File: config.mk
export PLATFORM = sky130hd
export DESIGN_NAME = multiply
export DESIGN_NICKNAME = d
export VERILOG_FILES = /design/src/rtl/multiply_pkg.sv /design/src/rtl/multiply.sv
export SDC_FILE = /design/constraint.sdc
export NUM_CORES = 1
export LEC_CHECK = 0
export CORE_UTILIZATION = 55
export DETAILED_ROUTE_END_ITERATION = 12
export GPL_TIMING_DRIVEN = 1
export PLACE_DENSITY = 0.82
export SKIP_CTS_REPAIR_TIMING = 1
export SYNTH_ARGS = -nofsm -noshare
export SYNTH_HDL_FRONTEND = slang
export SYNTH_SLANG_ARGS = --single-unit
export TNS_END_PERCENT = 30
File: constraint.sdc
create_clock -name clk -period 3.7 [get_ports clk]
set_clock_uncertainty 0.2 [all_clocks]
set_input_delay 0.37 -clock clk [delete_from_list [all_inputs] [get_ports clk]]
set_output_delay 0.37 -clock clk [all_outputs]
set_load 0.1 [all_outputs]
File: src/rtl/multiply_pkg.sv
// Shared types and constants for the shift-and-add multiplier.
package multiply_pkg;

  localparam int WIDTH_DEF = 4;

  typedef enum logic [1:0] {
    IDLE = 2'd0,
    CALC = 2'd1,
    DONE = 2'd2
  } state_e;

  function automatic int cnt_width(input int w);
    return $clog2(w + 1);
  endfunction

endpackage

File: src/rtl/multiply.sv
// Sequential unsigned multiplier: one multiplier bit per clock, start/done handshake.
// The accumulator upper half and the multiplier share one shift register.
module multiply
  import multiply_pkg::*;
#(
  parameter int WIDTH = WIDTH_DEF
) (
  input  logic               clk,
  input  logic               rst_n,
  input  logic               start,
  input  logic [WIDTH-1:0]   a,
  input  logic [WIDTH-1:0]   b,
  output logic               busy,
  output logic               done,
  output logic [2*WIDTH-1:0] p
);

  localparam int CW = cnt_width(WIDTH);

  state_e            state_q;
  logic [CW-1:0]     count_q;
  logic [WIDTH-1:0]  mcand_q;
  logic [WIDTH-1:0]  mplier_q;
  logic [WIDTH-1:0]  acc_q;
  logic              busy_q;
  logic              done_q;
  logic [2*WIDTH-1:0] p_q;

  logic [WIDTH-1:0]  addend_s;
  logic [WIDTH:0]    sum_s;
  logic [WIDTH-1:0]  acc_d;
  logic [WIDTH-1:0]  mplier_d;

  // One iteration: conditional add into the upper half, then shift {carry, acc, mplier} right.
  always_comb begin
    addend_s = {WIDTH{1'b0}};
    if (mplier_q[0]) begin
      addend_s = mcand_q;
    end else begin
      addend_s = {WIDTH{1'b0}};
    end
    sum_s    = {1'b0, acc_q} + {1'b0, addend_s};
    acc_d    = sum_s[WIDTH:1];
    mplier_d = {sum_s[0], mplier_q[WIDTH-1:1]};
  end

  // Control FSM with datapath registers and registered outputs.
  always_ff @(posedge clk or negedge rst_n) begin
    if (!rst_n) begin
      state_q  <= IDLE;
      count_q  <= {CW{1'b0}};
      mcand_q  <= {WIDTH{1'b0}};
      mplier_q <= {WIDTH{1'b0}};
      acc_q    <= {WIDTH{1'b0}};
      busy_q   <= 1'b0;
      done_q   <= 1'b0;
      p_q      <= {(2*WIDTH){1'b0}};
    end else begin
      case (state_q)
        IDLE: begin
          done_q <= 1'b0;
          if (start) begin
            mcand_q  <= a;
            mplier_q <= b;
            acc_q    <= {WIDTH{1'b0}};
            count_q  <= {CW{1'b0}};
            busy_q   <= 1'b1;
            state_q  <= CALC;
          end else begin
            busy_q   <= 1'b0;
          end
        end
        CALC: begin
          acc_q    <= acc_d;
          mplier_q <= mplier_d;
          count_q  <= count_q + CW'(1);
          // Last multiplier bit: publish the full product straight from the shifter.
          if (count_q == CW'(WIDTH - 1)) begin
            p_q     <= {acc_d, mplier_d};
            done_q  <= 1'b1;
            state_q <= DONE;
          end else begin
            done_q  <= 1'b0;
          end
        end
        DONE: begin
          done_q  <= 1'b0;
          busy_q  <= 1'b0;
          state_q <= IDLE;
        end
        default: begin
          done_q  <= 1'b0;
          busy_q  <= 1'b0;
          state_q <= IDLE;
        end
      endcase
    end
  end

  assign busy = busy_q;
  assign done = done_q;
  assign p    = p_q;

endmodule

* After elaboration in Yosys (flattened, before gate mapping)
Cells that the tools add are included.
Widths: inputs -> output; s select.
** Storage, ports and cells
- Bits in registers :: 27
- Bits of input ports :: 11
- Output and inout port bits :: 10
- Logic and storage cells :: 34
** Operators by class
- Add/sub/neg operators :: 2
- Equality and inequality tests :: 4
- Muxes and demuxes :: 14
- Reductions and logical operators :: 6
** Operator list (number)
- $pmux 4 s2 :: 2
- $mux 4 :: 3
- $reduce_and 2->1 :: 4
- $pmux 3 s2 :: 1
- $add 4x4->5 :: 1
- $mux 2 :: 2
- $ne 2x2->1 const B :: 2
- $pmux 2 s2 :: 1
- $add 3x1->3 const B :: 1
- $eq 3x2->1 const B :: 1
- $mux 1 :: 3
- $mux 3 :: 1
- $eq 2x1->1 const B :: 1
- $logic_not 2->1 :: 1
- $pmux 1 s2 :: 1
- $reduce_bool 2->1 :: 1

* Logic depth before layout (Yosys ltp)
- Depth in word-level cells :: 3
- Gate-level depth with buffers :: 6
- Depth with buffers taken out :: 6

* Worst setup path after synthesis
Ideal clock, no wire load.
- Path type :: register to register
- From :: reg mplier_q[0]
- To :: reg p_q[7] (netlist: p[7])
- Library setup time :: 0.129 ns
- Arrival :: 1.495 ns
- Required time :: 3.371 ns
- Setup slack :: 1.877 ns
- Stages on the path, launching flop included :: 7
- Buffers on the path :: 0
- Clock period less this slack :: 1.823 ns
- Path through :: dfrtp_1 > and2_1 > ha_1 > fa_1 > a21o_1 > a21oi_1 > o21ai_0
** Between the ends
- Longest elaborated chain between the ends :: 2
** Ends and longest elaborated chain
- start, declared :: RTL line multiply.sv:23 : logic [WIDTH-1:0] mplier_q;
- start signal, assigned :: RTL line multiply.sv:53 : mplier_q <= {WIDTH{1'b0}};
- start signal, assigned :: RTL line multiply.sv:75 : mplier_q <= mplier_d;
- $mux 4 :: RTL line multiply.sv:37 : if (mplier_q[0]) begin
- $add 4x4->5 :: RTL line multiply.sv:42 : sum_s = {1'b0, acc_q} + {1'b0, addend_s};
- end signal, assigned :: RTL line multiply.sv:57 : p_q <= {(2*WIDTH){1'b0}};
- end signal, assigned :: RTL line multiply.sv:79 : p_q <= {acc_d, mplier_d};
- end, declared :: RTL line multiply.sv:27 : logic [2*WIDTH-1:0] p_q;
Every way passes these cells.
A chain may end at the register's enable or synchronous reset.

* Final worst setup path
- From :: reg p_q[2] (netlist: p[2])
- To :: out p[2]
** RTL lines
- end, declared :: RTL line multiply.sv:15 : output logic [2*WIDTH-1:0] p
No word-level cell between the ends.

==> results.json <==
{
  "setup.worst_path.class": "flip-flop to output port",
  "rows": 16,
  "reg2regPathDepth": 6,
  "grt_pass1_wl_um": 3840,
  "vias": 874,
  "synth_fp_nets": 129,
  "max_freq_mhz": 417,
  "critPathMaxStageDelay_ps": 1130,
  "die_h_um": 49.4,
  "start_kind": "flip-flop",
  "fin_nets": 152,
  "hold_viol": 0,
  "netlist_instances": 111,
  "grt_pass1_vias": 840,
  "synthMuxAreaShare_pct": 3.64,
  "drive_gt1_share_pct": 10.5,
  "initial_utilization_pct": 60.6,
  "peakVddDrop_mv": 0.545,
  "seq_area_frac_synth_pct": 54.6,
  "max_slew_margin_pct": 35.6,
  "clock_sinks": 27,
  "cts_tree": "yes",
  "dp.final_hpwl_um": 1650,
  "setup_tns_ps": 0,
  "wl_per_cell_um": 13.9,
  "synth_top_family_by_area": "simple AND/OR/NAND/NOR gates",
  "slowest_stage": "clkdlybuf4s50_1",
  "grt-ovfl-total": 0,
  "rsz0062_at_grt": "no",
  "initialDrtViolationCount": 8,
  "yosysWarnings": 0,
  "area_growth_pct": 19.5,
  "routed_wl_um": 2230,
  "netlist_area_mm2": 0.00124,
  "root_buffer": "clkbuf_4",
  "critPathMaxFanout": 2,
  "io_buffers": 20,
  "r2r-end": "acc_q[3]",
  "finalCritPeriodShare_pct": 64.8,
  "antenna_found_initial": 0,
  "final_area_mm2": 0.00148,
  "slew_violations": 0,
  "cts_made_buffers": 3,
  "avgViaCountPerCell": 5.46,
  "clkLatencyLatePin_ps": 320,
  "avgSynthCellArea_um2": 11.1,
  "worstPathArrival_ps": 1830,
  "place_worst_setup_slack_ps": 1670,
  "fp.dieW_um": 49.4,
  "p_leak_nw": 0.704,
  "synth-adder-area-share_pct": 7.68,
  "min_period_ps": 2400,
  "crit_chain": "clkdlybuf4s50_1",
  "gp_congestion": 0.750,
  "cts-htree-levels": 1,
  "synth.distinct_cells": 26,
  "grt_usage_pct": 21.1,
  "core_area_mm2": 0.00204,
  "grt_max_degree": 28,
  "crit_family": "buffers and inverters",
  "first_pass_iters": 4,
  "dieArea_mm2": 0.00244,
  "clockBufferDepth": 2,
  "synth_compound_area_share_pct": 12.4,
  "placed_area_mm2": 0.00145,
  "cap_violations": 0,
  "hp-class": "input pin to async pin",
  "diodes": 0,
  "clk_pin_slew_ps": 150,
  "cp-end-kind": "output port",
  "ys_ff_latch": 27,
  "whs_ps": 196,
  "final.setup.worst_slack_ps": 1300,
  "pwr_density_cell_mw_per_mm2": 910,
  "critPathRequiredTime_ps": 3130,
  "ff2ff_setup_slack_ps": 1630,
  "outcome": "complete, no violations",
  "postRouteAntennaNets": 0,
  "r2r-start": "mplier_q[0]",
  "worstMarginPinSlew_ps": 963,
  "io-pin-count": 21,
  "yosys.area_share.simple_pct": 17.6,
  "setup_violations": 0,
  "synth_xor_area_share_pct": 0.708,
  "crit_buf_inv": 1,
  "drc": 0
}
worst register-to-register path, cell delays in order, from the launching register on:
cell and delay, ps:
dfrtp_1 440, and2_1 170, ha_1 220, fa_1 420, a21o_1 200, a21oi_1 210
o21ai_0 110
metal layers:
layer | GRT usage, % | share of wire [%] | vias to the layer above
li1 | - | - | 426
met1 | 27.3 | 44 | 421
met2 | 35.6 | 50 | 21
met3 | 3.74 | 3.5 | 6
met4 | 7.14 | 2.0 | 0
met5 | 0 | 0 | -
through the flow:
stage / power (mW) / std cells / utilization (%)
final: 1.35 / 160 / 72.4
after global routing: 1.42 / 160 / 72.4
after CTS: 1.35 / 160 / 72.4
after detailed placement: 1.22 / 156 / 71.0
after global placement: 1.19 / 156 / 71.0
after floorplan: 1.06 / 111 / -
cells in the mapped netlist, drive strengths merged:
cell type | count | area share, %
a22oi | 4 | 2.4
nand2b | 1 | 0.51
a21o | 1 | 0.61
fa | 1 | 1.6
a211o | 2 | 1.4
o21bai | 1 | 0.91
mux2 | 4 | 3.6
nor2 | 1 | 0.30
o21ai | 10 | 4.0
nand3 | 3 | 1.2
ha | 6 | 6.1
buf | 3 | 2.4
xnor2 | 1 | 0.71
and2 | 4 | 2.0
nand2 | 27 | 8.2
dfrtp | 27 | 55
a21oi | 4 | 1.6
a22o | 2 | 1.4
nand4 | 2 | 1.0
nand3b | 1 | 1.6
nor2b | 3 | 2.7
inv | 3 | 0.91
worst max-delay path by stage:
stage | start | to | slack (ps) | depth (start not counted)
2_1_floorplan | mplier_q[0] | p[7] | 1880 | 6
3_3_place_gp | busy | busy | 1680 | 1
3_5_place_dp | p[7] | p[7] | 1670 | 1
4_1_cts | p[2] | p[2] | 1300 | 1
5_1_grt | p[5] | p[5] | 1250 | 1
6_report | p[2] | p[2] | 1300 | 1
placed cells by master, fill, tap and decap left out, types with 2 or more instances in the layout:
| cell type | count |
|---|---|
| mux2_2 | 4 |
| inv_1 | 2 |
| clkbuf_4 | 3 |
| a22oi_1 | 4 |
| nor2b_4 | 2 |
| a22o_1 | 2 |
| nand2_1 | 27 |
| a21oi_1 | 4 |
| a211o_1 | 2 |
| o21ai_0 | 9 |
| nand3_1 | 3 |
| nand4_1 | 2 |
| and2_1 | 4 |
| dfrtp_1 | 27 |
| ha_1 | 6 |
| clkdlybuf4s50_1 | 20 |
registers in the layout (all words and copies together) (netlist names):
| name | cells |
|---|---|
| acc_q | 4 |
| count_q | 3 |
| p | 8 |
| mplier_q | 4 |
| state_q | 2 |
| mcand_q | 4 |
| done | 1 |
| busy | 1 |
logic make-up (layout without fill, tap and decap cells):
group                    Yosys count  after routing
AND/OR/NAND/NOR                   42             42
flip-flops                        27             27
AO/OA/AOI/OAI                     24             24
adder cells (fa/ha/maj)            7              7
buffers and inverters              6             28
multiplexers                       4              4
XOR/XNOR                           1              1
power by group:
part | total, mW | internal [mW] | switching [mW]
Combinational | 0.715 | 0.228 | 0.487
Sequential | 0.502 | 0.412 | 0.0901
Clock | 0.128 | 0.0412 | 0.0865
cell type report:
| cell class | instances | area (µm²) |
|---|---|---|
| inverters | 3 | 11.3 |
| repair buffers | 21 | 208 |
| multi-input cells | 78 | 520 |
| well taps | 27 | 33.8 |
| clock inverters | 1 | 7.51 |
| fillers | 153 | 563 |
| clock buffers | 3 | 22.5 |
| flip-flops and latches | 27 | 676 |
Power figures use the tool's default switching activity.
